==> config.mk <==
export PLATFORM = sky130hd
export DESIGN_NAME = uart_frame_encoder
export DESIGN_NICKNAME = d
export VERILOG_FILES = /design/src/rtl/uart_frame_encoder.sv
export SDC_FILE = /design/constraint.sdc
export NUM_CORES = 1
export LEC_CHECK = 0
export CAP_MARGIN = 0
export CORE_ASPECT_RATIO = 1.1
export CORE_UTILIZATION = 56
export DETAILED_ROUTE_END_ITERATION = 10
export PLACE_DENSITY = 0.86
export SLEW_MARGIN = 20
export SYNTH_ARGS = -nofsm -noshare
export SYNTH_HDL_FRONTEND = slang
export SYNTH_SLANG_ARGS = --single-unit
==> constraint.sdc <==
create_clock -name clk -period 2.7 [get_ports clk]
set_clock_uncertainty 0.2 [all_clocks]
set_input_delay 0.27 -clock clk [delete_from_list [all_inputs] [get_ports clk]]
set_output_delay 0.27 -clock clk [all_outputs]
set_load 0.02 [all_outputs]
==> src/rtl/uart_frame_encoder.sv <==
// uart_frame_encoder
//   Builds one UART frame from a snapshot of the blackjack game status and
//   NUM_CARDS card values, then writes it byte by byte into the UART TX FIFO.
//   Frame: header {00,deal,dealer_finished,tag 0}, one byte per card
//   {card,tag i}, then a checksum byte {xor of all payload nibbles, tag F}.
//   A frame starts on send_req, on a request merged while busy (pending), or,
//   with AUTO_SEND, whenever the live inputs differ from the last frame sent.
//   Legal NUM_CARDS range is 1..14 so every tag fits in four bits and never
//   collides with the checksum tag.
//
// Ports
//   clk             system clock
//   rst             synchronous reset, active low
//   tx_full         TX FIFO full; no write is issued while high
//   send_req        frame request (pulse or level)
//   deal            status bit carried in the header
//   dealer_finished status bit carried in the header
//   card_values     card i at [4*i+3:4*i]
//   wr_uart         one-cycle FIFO write strobe
//   w_data          byte written, valid while wr_uart is high
//   busy            frame in progress
//   frame_done      one-cycle pulse after the last byte has been written
module uart_frame_encoder #(
  parameter int unsigned NUM_CARDS  = 4,
  parameter bit          AUTO_SEND  = 1'b1,
  parameter int unsigned GAP_CYCLES = 1
) (
  input  logic                   clk,
  input  logic                   rst,
  input  logic                   tx_full,
  input  logic                   send_req,
  input  logic                   deal,
  input  logic                   dealer_finished,
  input  logic [4*NUM_CARDS-1:0] card_values,
  output logic                   wr_uart,
  output logic [7:0]             w_data,
  output logic                   busy,
  output logic                   frame_done
);

  localparam int unsigned CARD_W = 4 * NUM_CARDS;
  localparam int unsigned SNAP_W = CARD_W + 2;
  localparam int unsigned IDX_W  = $clog2(NUM_CARDS + 2);
  localparam int unsigned GAP_W  = (GAP_CYCLES > 1) ? $clog2(GAP_CYCLES) : 1;

  localparam logic [IDX_W-1:0] IDX_LAST = IDX_W'(NUM_CARDS + 1);
  localparam logic [GAP_W-1:0] GAP_LAST = GAP_W'(GAP_CYCLES - 1);

  typedef enum logic [1:0] {
    S_IDLE = 2'd0,
    S_SEND = 2'd1,
    S_GAP  = 2'd2,
    S_DONE = 2'd3
  } state_e;

  state_e            state_q, state_d;
  logic [IDX_W-1:0]  idx_q, idx_d;
  logic [GAP_W-1:0]  gap_q, gap_d;
  logic [SNAP_W-1:0] snap_q, snap_d;
  logic [SNAP_W-1:0] last_q, last_d;
  logic              sent_valid_q, sent_valid_d;
  logic              pending_q, pending_d;
  logic              wr_uart_q, wr_uart_d;
  logic [7:0]        w_data_q, w_data_d;
  logic              busy_q, busy_d;
  logic              frame_done_q, frame_done_d;

  logic [SNAP_W-1:0] cur_snap;
  logic              auto_trig;
  logic              trigger;
  logic [3:0]        chk;
  logic [7:0]        tx_byte;

  // Snapshot layout: {deal, dealer_finished, card_values}
  always_comb begin
    cur_snap  = {deal, dealer_finished, card_values};
    auto_trig = AUTO_SEND && (!sent_valid_q || (cur_snap != last_q));
    trigger   = send_req || pending_q || auto_trig;
  end

  // Byte selected by idx, always built from the latched snapshot
  always_comb begin
    chk = {2'b00, snap_q[SNAP_W-1], snap_q[SNAP_W-2]};
    for (int i = 0; i < int'(NUM_CARDS); i++) begin
      chk = chk ^ snap_q[4*i +: 4];
    end
    tx_byte = {chk, 4'hF};
    if (idx_q == '0) begin
      tx_byte = {2'b00, snap_q[SNAP_W-1], snap_q[SNAP_W-2], 4'h0};
    end
    for (int i = 0; i < int'(NUM_CARDS); i++) begin
      if (idx_q == IDX_W'(i + 1)) begin
        tx_byte = {snap_q[4*i +: 4], 4'(i + 1)};
      end
    end
  end

  // Next-state and registered-output logic
  always_comb begin
    state_d      = state_q;
    idx_d        = idx_q;
    gap_d        = gap_q;
    snap_d       = snap_q;
    last_d       = last_q;
    sent_valid_d = sent_valid_q;
    pending_d    = pending_q;
    wr_uart_d    = 1'b0;
    w_data_d     = w_data_q;
    busy_d       = busy_q;
    frame_done_d = 1'b0;

    // Requests arriving while a frame is in flight merge into one follow-up
    if (send_req && (state_q != S_IDLE)) begin
      pending_d = 1'b1;
    end

    case (state_q)
      S_IDLE: begin
        if (trigger) begin
          snap_d    = cur_snap;
          idx_d     = '0;
          pending_d = 1'b0;
          busy_d    = 1'b1;
          state_d   = S_SEND;
        end
      end
      S_SEND: begin
        if (!tx_full) begin
          wr_uart_d = 1'b1;
          w_data_d  = tx_byte;
          gap_d     = '0;
          state_d   = S_GAP;
        end
      end
      S_GAP: begin
        // The strobe occupies the first gap cycle
        if (gap_q == GAP_LAST) begin
          if (idx_q == IDX_LAST) begin
            frame_done_d = 1'b1;
            state_d      = S_DONE;
          end else begin
            idx_d   = idx_q + IDX_W'(1);
            state_d = S_SEND;
          end
        end else begin
          gap_d = gap_q + GAP_W'(1);
        end
      end
      S_DONE: begin
        last_d       = snap_q;
        sent_valid_d = 1'b1;
        busy_d       = 1'b0;
        state_d      = S_IDLE;
      end
      default: begin
        state_d = S_IDLE;
      end
    endcase
  end

  // State and output registers
  always_ff @(posedge clk) begin
    if (!rst) begin
      state_q      <= S_IDLE;
      idx_q        <= '0;
      gap_q        <= '0;
      snap_q       <= '0;
      last_q       <= '0;
      sent_valid_q <= 1'b0;
      pending_q    <= 1'b0;
      wr_uart_q    <= 1'b0;
      w_data_q     <= 8'h00;
      busy_q       <= 1'b0;
      frame_done_q <= 1'b0;
    end else begin
      state_q      <= state_d;
      idx_q        <= idx_d;
      gap_q        <= gap_d;
      snap_q       <= snap_d;
      last_q       <= last_d;
      sent_valid_q <= sent_valid_d;
      pending_q    <= pending_d;
      wr_uart_q    <= wr_uart_d;
      w_data_q     <= w_data_d;
      busy_q       <= busy_d;
      frame_done_q <= frame_done_d;
    end
  end

  assign wr_uart    = wr_uart_q;
  assign w_data     = w_data_q;
  assign busy       = busy_q;
  assign frame_done = frame_done_q;

endmodule
## Word-level counts from Yosys, hierarchy flattened

Index checks and enable logic that the tools add are counted.

- Bits in registers: 55
- Output and inout port bits: 11
- Input port bits: 22
- Logic and storage cells: 76

- Add/sub/neg operators: 2
- Reduce and logical (&&, ||, !) cells: 19
- Bitwise operators: 7
- Equality and inequality tests: 13
- Multiplexer cells: 24

Operators with widths:

| operator | count |
|---|---|
| $mux 8 | 5 |
| $ne 18x18->1 | 1 |
| $xor 4x4->4 | 3 |
| $reduce_and 2->1 | 5 |
| $mux 3 | 3 |
| $mux 1 | 8 |
| $mux 2 | 4 |
| $ne 2x2->1 const B | 4 |
| $pmux 2 s4 | 1 |
| $reduce_bool 2->1 | 4 |
| $eq 3x2->1 const B | 2 |
| $eq 3x3->1 const B | 2 |
| $pmux 3 s2 | 1 |
| $eq 2x2->1 const B | 2 |
| $pmux 1 s2 | 2 |
| $reduce_and 4->1 | 1 |
| $xor 2x4->4 | 1 |
| $add 3x1->3 const B | 1 |
| $eq 3x1->1 const B | 1 |
| $logic_not 3->1 | 1 |
| $logic_or 1x1->1 | 3 |
| $not 1->1 | 3 |
| $reduce_and 3->1 | 1 |
| $reduce_or 3->1 | 1 |
| 5 further kinds | 5 |

## Logic depth before layout (Yosys ltp)

Gate-level depths: netlist (run 1).

- Word-level depth: 9
- Gate-level depth with buffers: 8
- Mapped depth without buffers: 7

## Worst setup path after synthesis (run 1)

OpenSTA, ideal clock, no wires.

- Kind: register -> register
- Start: register idx_q[2]
- End: register w_data_q[6], in the netlist w_data[6]
- Required time: 2.365 ns
- Stages on the path, launching flop included: 9
- Period minus slack after synthesis: 2.001 ns
- Setup time: 0.135 ns
- Path buffers: 2
- Setup slack: 0.699 ns
- Arrival time: 1.665 ns
- Cell sequence: dfxtp_1 clkbuf_1 inv_1 ha_1 clkbuf_1 inv_1 and3_1 a221oi_1 a31oi_1

- Longest elaborated chain between the ends: 6
- Elaborated cells between the ends (all ways): 10
- Those cells by class: eq/ne: 4; mux: 5; reduce/logical: 1

Ends and longest elaborated chain:

| what | line | text |
|---|---|---|
| start, declared | 57 | `logic [IDX_W-1:0] idx_q, idx_d;` |
| start signal, assigned | 177 | `idx_q <= idx_d;` |
| $logic_not 3->1 | 88 | `if (idx_q == '0) begin` |
| $mux 8 | 88 |  |
| $mux 8 (3 in a row) | 92 | `if (idx_q == IDX_W'(i + 1)) begin` |
| $mux 8 (*) | 92 |  |
| end signal, assigned | 184 | `w_data_q <= w_data_d;` |
| end, declared | 64 | `logic [7:0] w_data_q, w_data_d;` |

Mark *: on every way between the ends. The rest lies on a longest branch, timed or not.
A chain may end at the register's enable or synchronous reset.

## Final worst setup path (run 1)

Ends and elaborated chain as after synthesis.

==> results of run 1 <==
sequential cells by signal (all words and copies together), names as in the netlist:
signal / cells
w_data: 8
sent_valid_q: 1
pending_q: 1
frame_done: 1
busy: 1
idx_q: 3
wr_uart: 1
last_q: 18
snap_q: 18
state_q: 2
where the power goes:
| part | total (W) | internal [W] | leakage [nW] | switching [W] |
|---|---|---|---|---|
| Clock | 0.000467 | 0.000208 | 0.0482 | 0.000260 |
| Combinational | 0.000381 | 0.000191 | 0.649 | 0.000190 |
| Sequential | 0.000940 | 0.000856 | 0.443 | 0.0000839 |
layout make-up:
class | instances | area (um^2) | share of cell area
timing repair buffer | 40 | 400 | 0.115
tap | 72 | 90.1 | 0.0258
inverter | 9 | 33.8 | 0.00967
multi-input combinational | 283 | 1800 | 0.514
clock buffer | 7 | 86.3 | 0.0247
clock inverter | 1 | 5.00 | 0.00143
sequential | 54 | 1080 | 0.309
cell families (layout without fill, tap and decap cells):
group | Yosys count | after routing | share of synthesized area
and+or+nand+nor | 147 | 147 | 0.236
AOI/OAI and AO/OA | 101 | 101 | 0.243
DFF | 54 | 54 | 0.354
buffers and inverters | 41 | 57 | 0.0610
xor gates and xnor gates | 29 | 29 | 0.0831
adders and majority gates | 5 | 5 | 0.0205
muxes | 1 | 1 | 0.00327
path summary, 6_finish.rpt:
kind | startpoint | endpoint | cells after the start
setup / recovery | idx_q[2] | w_data[6] | 6
hold / removal | rst | last_q[3] | 2
setup reg to reg | idx_q[2] | w_data[6] | 6
hold reg to reg | w_data[3] | w_data[3] | 2
routing by layer:
layer	share of wire	global-route usage	wire length, um
met1	0.43	0.360	3080
met2	0.48	0.427	3480
met3	0.062	0.0455	446
met4	0.029	0.120	210
met5	0	0	0
metrics by stage:
step | util | worst slack, ps | cells | power (W)
floorplan | - | 699 | 378 | 0.00120
global route | 0.681 | 341 | 466 | 0.00187
global placement | 0.663 | 406 | 458 | 0.00132
detailed placement | 0.663 | 364 | 458 | 0.00133
finish | 0.681 | 476 | 466 | 0.00179
CTS | 0.681 | 505 | 466 | 0.00180
Yosys cell counts, types with 2 or more instances:
cell       count
nand3b_1       4
nand2_1       63
nand4_1       24
o2111ai_1      2
and2_1         2
xor2_1         3
nor2b_1        3
o21ai_0       11
a221oi_1       4
clkbuf_1      22
a31oi_1        3
a21boi_0      20
or3_1          2
buf_4          3
buf_6          2
ha_1           5
inv_1          9
nand3_1       24
a21boi_1       2
nor3_1         2
o211ai_1      21
buf_2          5
o22a_1        19
nor2_1        14
dfxtp_1       54
a21oi_1       11
and3_1         4
xnor2_1       26
worst max-delay path, stage by stage (launching register included):
cell and delay, ps:
dfxtp_1 430, inv_1 250, ha_1 410, inv_1 140, and3_1 220, a221oi_1 330, a31oi_1 130
==> flow_summary.ini, run 1 <==
[outcome]
status = finished clean

[routing]
wl_per_cell_um = 15.5
dr.pass1.iters = 6
drt_iter0_markers = 276
wl_mm = 7.21
vias = 2854
ant_nets = 0
routed_via_density = 6.12
drc = 0

[global_routing]
grt_pass1_wl_mm = 12.3
grt_pass1_vias = 2576
overflow = 0
grt_util_all_layers = 0.270
grt_max_degree = 43
antenna_found_initial = 0

[worst_hold_path]
min_path_type = primary input to flop

[logic_synthesis]
synth.cell_area_um2 = 3060
ys_seq_area_frac = 0.354
async_reset_ff_frac = 0
synth.top_cell.area_share = 0.354
yosysTopAreaCell = dfxtp_1
synth-seq-cells = 54
synth_area_leaders = dfxtp_1 35%, nand2_1 7.7%, xnor2_1 7.4%, o22a_1 5.4%, o211ai_1 5.2%
synth_edf_count = 0
ys_warn_count = 0
synthCells = 378
synth_cell_type_count = 42
syn_nets = 405
synth_flop_cell = dfxtp_1
avgSynthCellArea_um2 = 8.09

[floorplanning]
die-area_um2 = 5760
num_io_pins = 33
die_w_um = 72.5
coreArea_um2 = 5130
start_util = 0.596
rows = 27
fp.dieH_um = 79.5

[worst_setup_path]
critical_path_class = flop to flop
crit_path_end_kind = flop
arrival_ps = 2210
startpoint_type = flop
crit_fanout = 11
cp.required_ps = 2690
timing.reg2reg.setup_slack_ps = 480

[placed_design]
portBuffers = 32
place_area_um2 = 3400
gp_congestion = 0.927
dp_hpwl_mm = 5.11

[cells_and_area]
drive_gt1_frac = 0.0533
finalInstanceArea_um2 = 3490
antenna_cells = 0
n_fill_cell = 444
fin_nets = 420
layout_commonest_cell = nand2_1
mostFrequentLayoutCells = 63 x nand2_1, 54 x dfxtp_1, 31 x clkdlybuf4s50_1
areaGrowthSynthToFinish_pct = 14.3

[timing]
setup_viol = 0
fmax_ghz = 0.450
finalHoldViolCount = 0
maxSlewViolCount = 0
holdWs_ps = 210
finalCriticalPeriod_ps = 2220
slew_headroom = 0.498
worst_pin_slew_ps = 753
rsz0062_at_grt = no
setup_tns_ps = 0
finalCritPeriodShare = 0.824

[clock_network]
path_clk_slew_ps = 90
clkLatencyLatePin_ps = 300
cts_root_buffer = clkbuf_8
tritoncts = done
cts_made_buffers = 5
cts_hold_buf = 0
htree_levels = 2
cts_buffer_depth = 2
cts_resized = 0
cts.sinks = 54
post_cts_buffers = 0

[power]
p_leak_nw = 1.14
power.density_nw_per_um2 = 512
irDropWorstVdd_mv = 0.338

[flow_run]
cap_violations = 0
Note: power is estimated with default switching activity, not from simulation.
==> run 2, diff against run 1 <==
- CORE_UTILIZATION: 56 -> 51
- PLACE_DENSITY: 0.86 -> 0.83
- clock period: 2.7 -> 1.9 ns (I/O delays scaled with it)
==> flow_summary.ini, run 2 (same netlist as run 1, synthesis figures left out) <==
[global_routing]
grt_max_degree = 44
grt_pass1_vias = 2726
gr-usage-met3 = 0.0461
met1_usage = 0.324
grt.busiest_layer = met2
antenna_found_initial = 0
use_met2 = 0.409
grt_util_all_layers = 0.258
overflow = 0
grt_pass1_wl_mm = 12.6

[cells_and_area]
layout_commonest_cell = nand2_1
mostFrequentLayoutCells = 63 x nand2_1, 49 x dfxtp_1, 27 x clkdlybuf4s50_1
antenna_cells = 0
areaGrowthSynthToFinish_pct = 23.2
fin_nets = 443
finish.utilization = 0.653
drive_gt1_frac = 0.145

[routing]
dr.pass1.iters = 4
drt_iter0_markers = 274
wl_per_cell_um = 15.9
drc = 0
routed_via_density = 6.03
vias = 2968
wl_mm = 7.82
ant_nets = 0

[placed_design]
place_ws_ps = -282
gp_congestion = 0.896
dp_hpwl_mm = 5.45
portBuffers = 32

[timing]
fmax_ghz = 0.519
worst_pin_slew_ps = 433
holdWs_ps = 74.2
setup_viol = 1
slew_headroom = 0.712
finalCritPeriodShare = 1.01
fin_ws_ps = -27.8
setup_tns_ps = -27.8
rsz0062_at_grt = yes
finalCriticalPeriod_ps = 1930
maxSlewViolCount = 0
finalHoldViolCount = 0

[worst_setup_path]
crit_path_start = last_q[7]
r2r-end = snap_q[17]
worstSetupEndpoint = snap_q[17]
timing.reg2reg.setup_slack_ps = -30
startpoint_type = flop
timing.rr.start = last_q[7]
crit_fanout = 5
rr_worst_depth = 7
critical_path_class = flop to flop
crit_path_end_kind = flop
cp.required_ps = 1890
arrival_ps = 1920

[outcome]
status = finished with violations
violations = negative setup slack

[flow_run]
cap_violations = 0

[worst_hold_path]
whs_path_depth = 3
min_path_type = primary input to flop

[clock_network]
tritoncts = done
cts.sinks = 54
cts_buffer_depth = 2
cts_hold_buf = 0
path_clk_slew_ps = 90
clkLatencyLatePin_ps = 300
cts_made_buffers = 5
htree_levels = 2
cts_root_buffer = clkbuf_8

[floorplanning]
fp.dieH_um = 83.2
num_io_pins = 33
coreArea_um2 = 5770
rows = 29
die-area_um2 = 6310
die_w_um = 75.8
start_util = 0.530

[power]
irDropWorstVdd_mv = 0.449
power.density_nw_per_um2 = 678
total_power_w = 0.00256
p_leak_nw = 1.33
run 2: changes by cell type in the layout (fill, tap and decap cells not counted), sizes merged:
cell / before / now
clkdlybuf4s50: 31 / 27
clkbuf: 7 / 6
buf: 9 / 32
clkinv: 1 / 0
dlymetal6s2s: 0 / 4
run 2: report_power, final:
part / switching [W] / internal (W) / leakage, nW
combinational: 0.000287 / 0.000294 / 0.838
clock: 0.000358 / 0.000282 / 0.0431
sequential: 0.000118 / 0.00122 / 0.446
total: 0.000764 / 0.00179 / 1.33
run 2: stage by stage:
stage / area [um^2] / cells
final: 3770 / 492
after global routing: 3770 / 492
after CTS: 3650 / 490
after detailed placement: 3570 / 484
after global placement: 3570 / 484
after floorplan: 3060 / 378
run 2: repair_timing:
action | in CTS | in global routing
endpoints found under the setup margin | 3 | 28
pin swaps | 0 | 7
endpoints found under the hold margin | 0 | 0
resized for setup | 2 | 27
buffers inserted | 0 | 2
run 2: critical path, stage by stage (launching register included):
cell,delay (ps)
dfxtp_2,340
xnor2_2,170
nand4_1,160
nor4_4,300
buf_4,190
buf_6,100
o32ai_2,50
or3_1,300
run 2: layout make-up:
cell class                 count  area, um^2
multi-input combinational    283        1870
timing repair buffer          63         602
inverter                       9        33.8
sequential                    54        1090
tap                           77        96.3
fill                         457        2000
clock buffer                   6        82.6
run 2: metal layers:
layer  part of all wire  up-vias
li1                   -     1445
met1               0.43     1408
met2               0.49       93
met3              0.046       22
met4              0.034        0
met5                  0        -
run 2: worst min path at each step:
stage	slack (ps)	start	to
after floorplan	140	send_req	pending_q
after global placement	250	w_data[0]	w_data[0]
after detailed placement	250	w_data[0]	w_data[0]
after CTS	140	rst	pending_q
after global routing	80	card_values[7]	snap_q[7]
final	70	card_values[10]	snap_q[10]
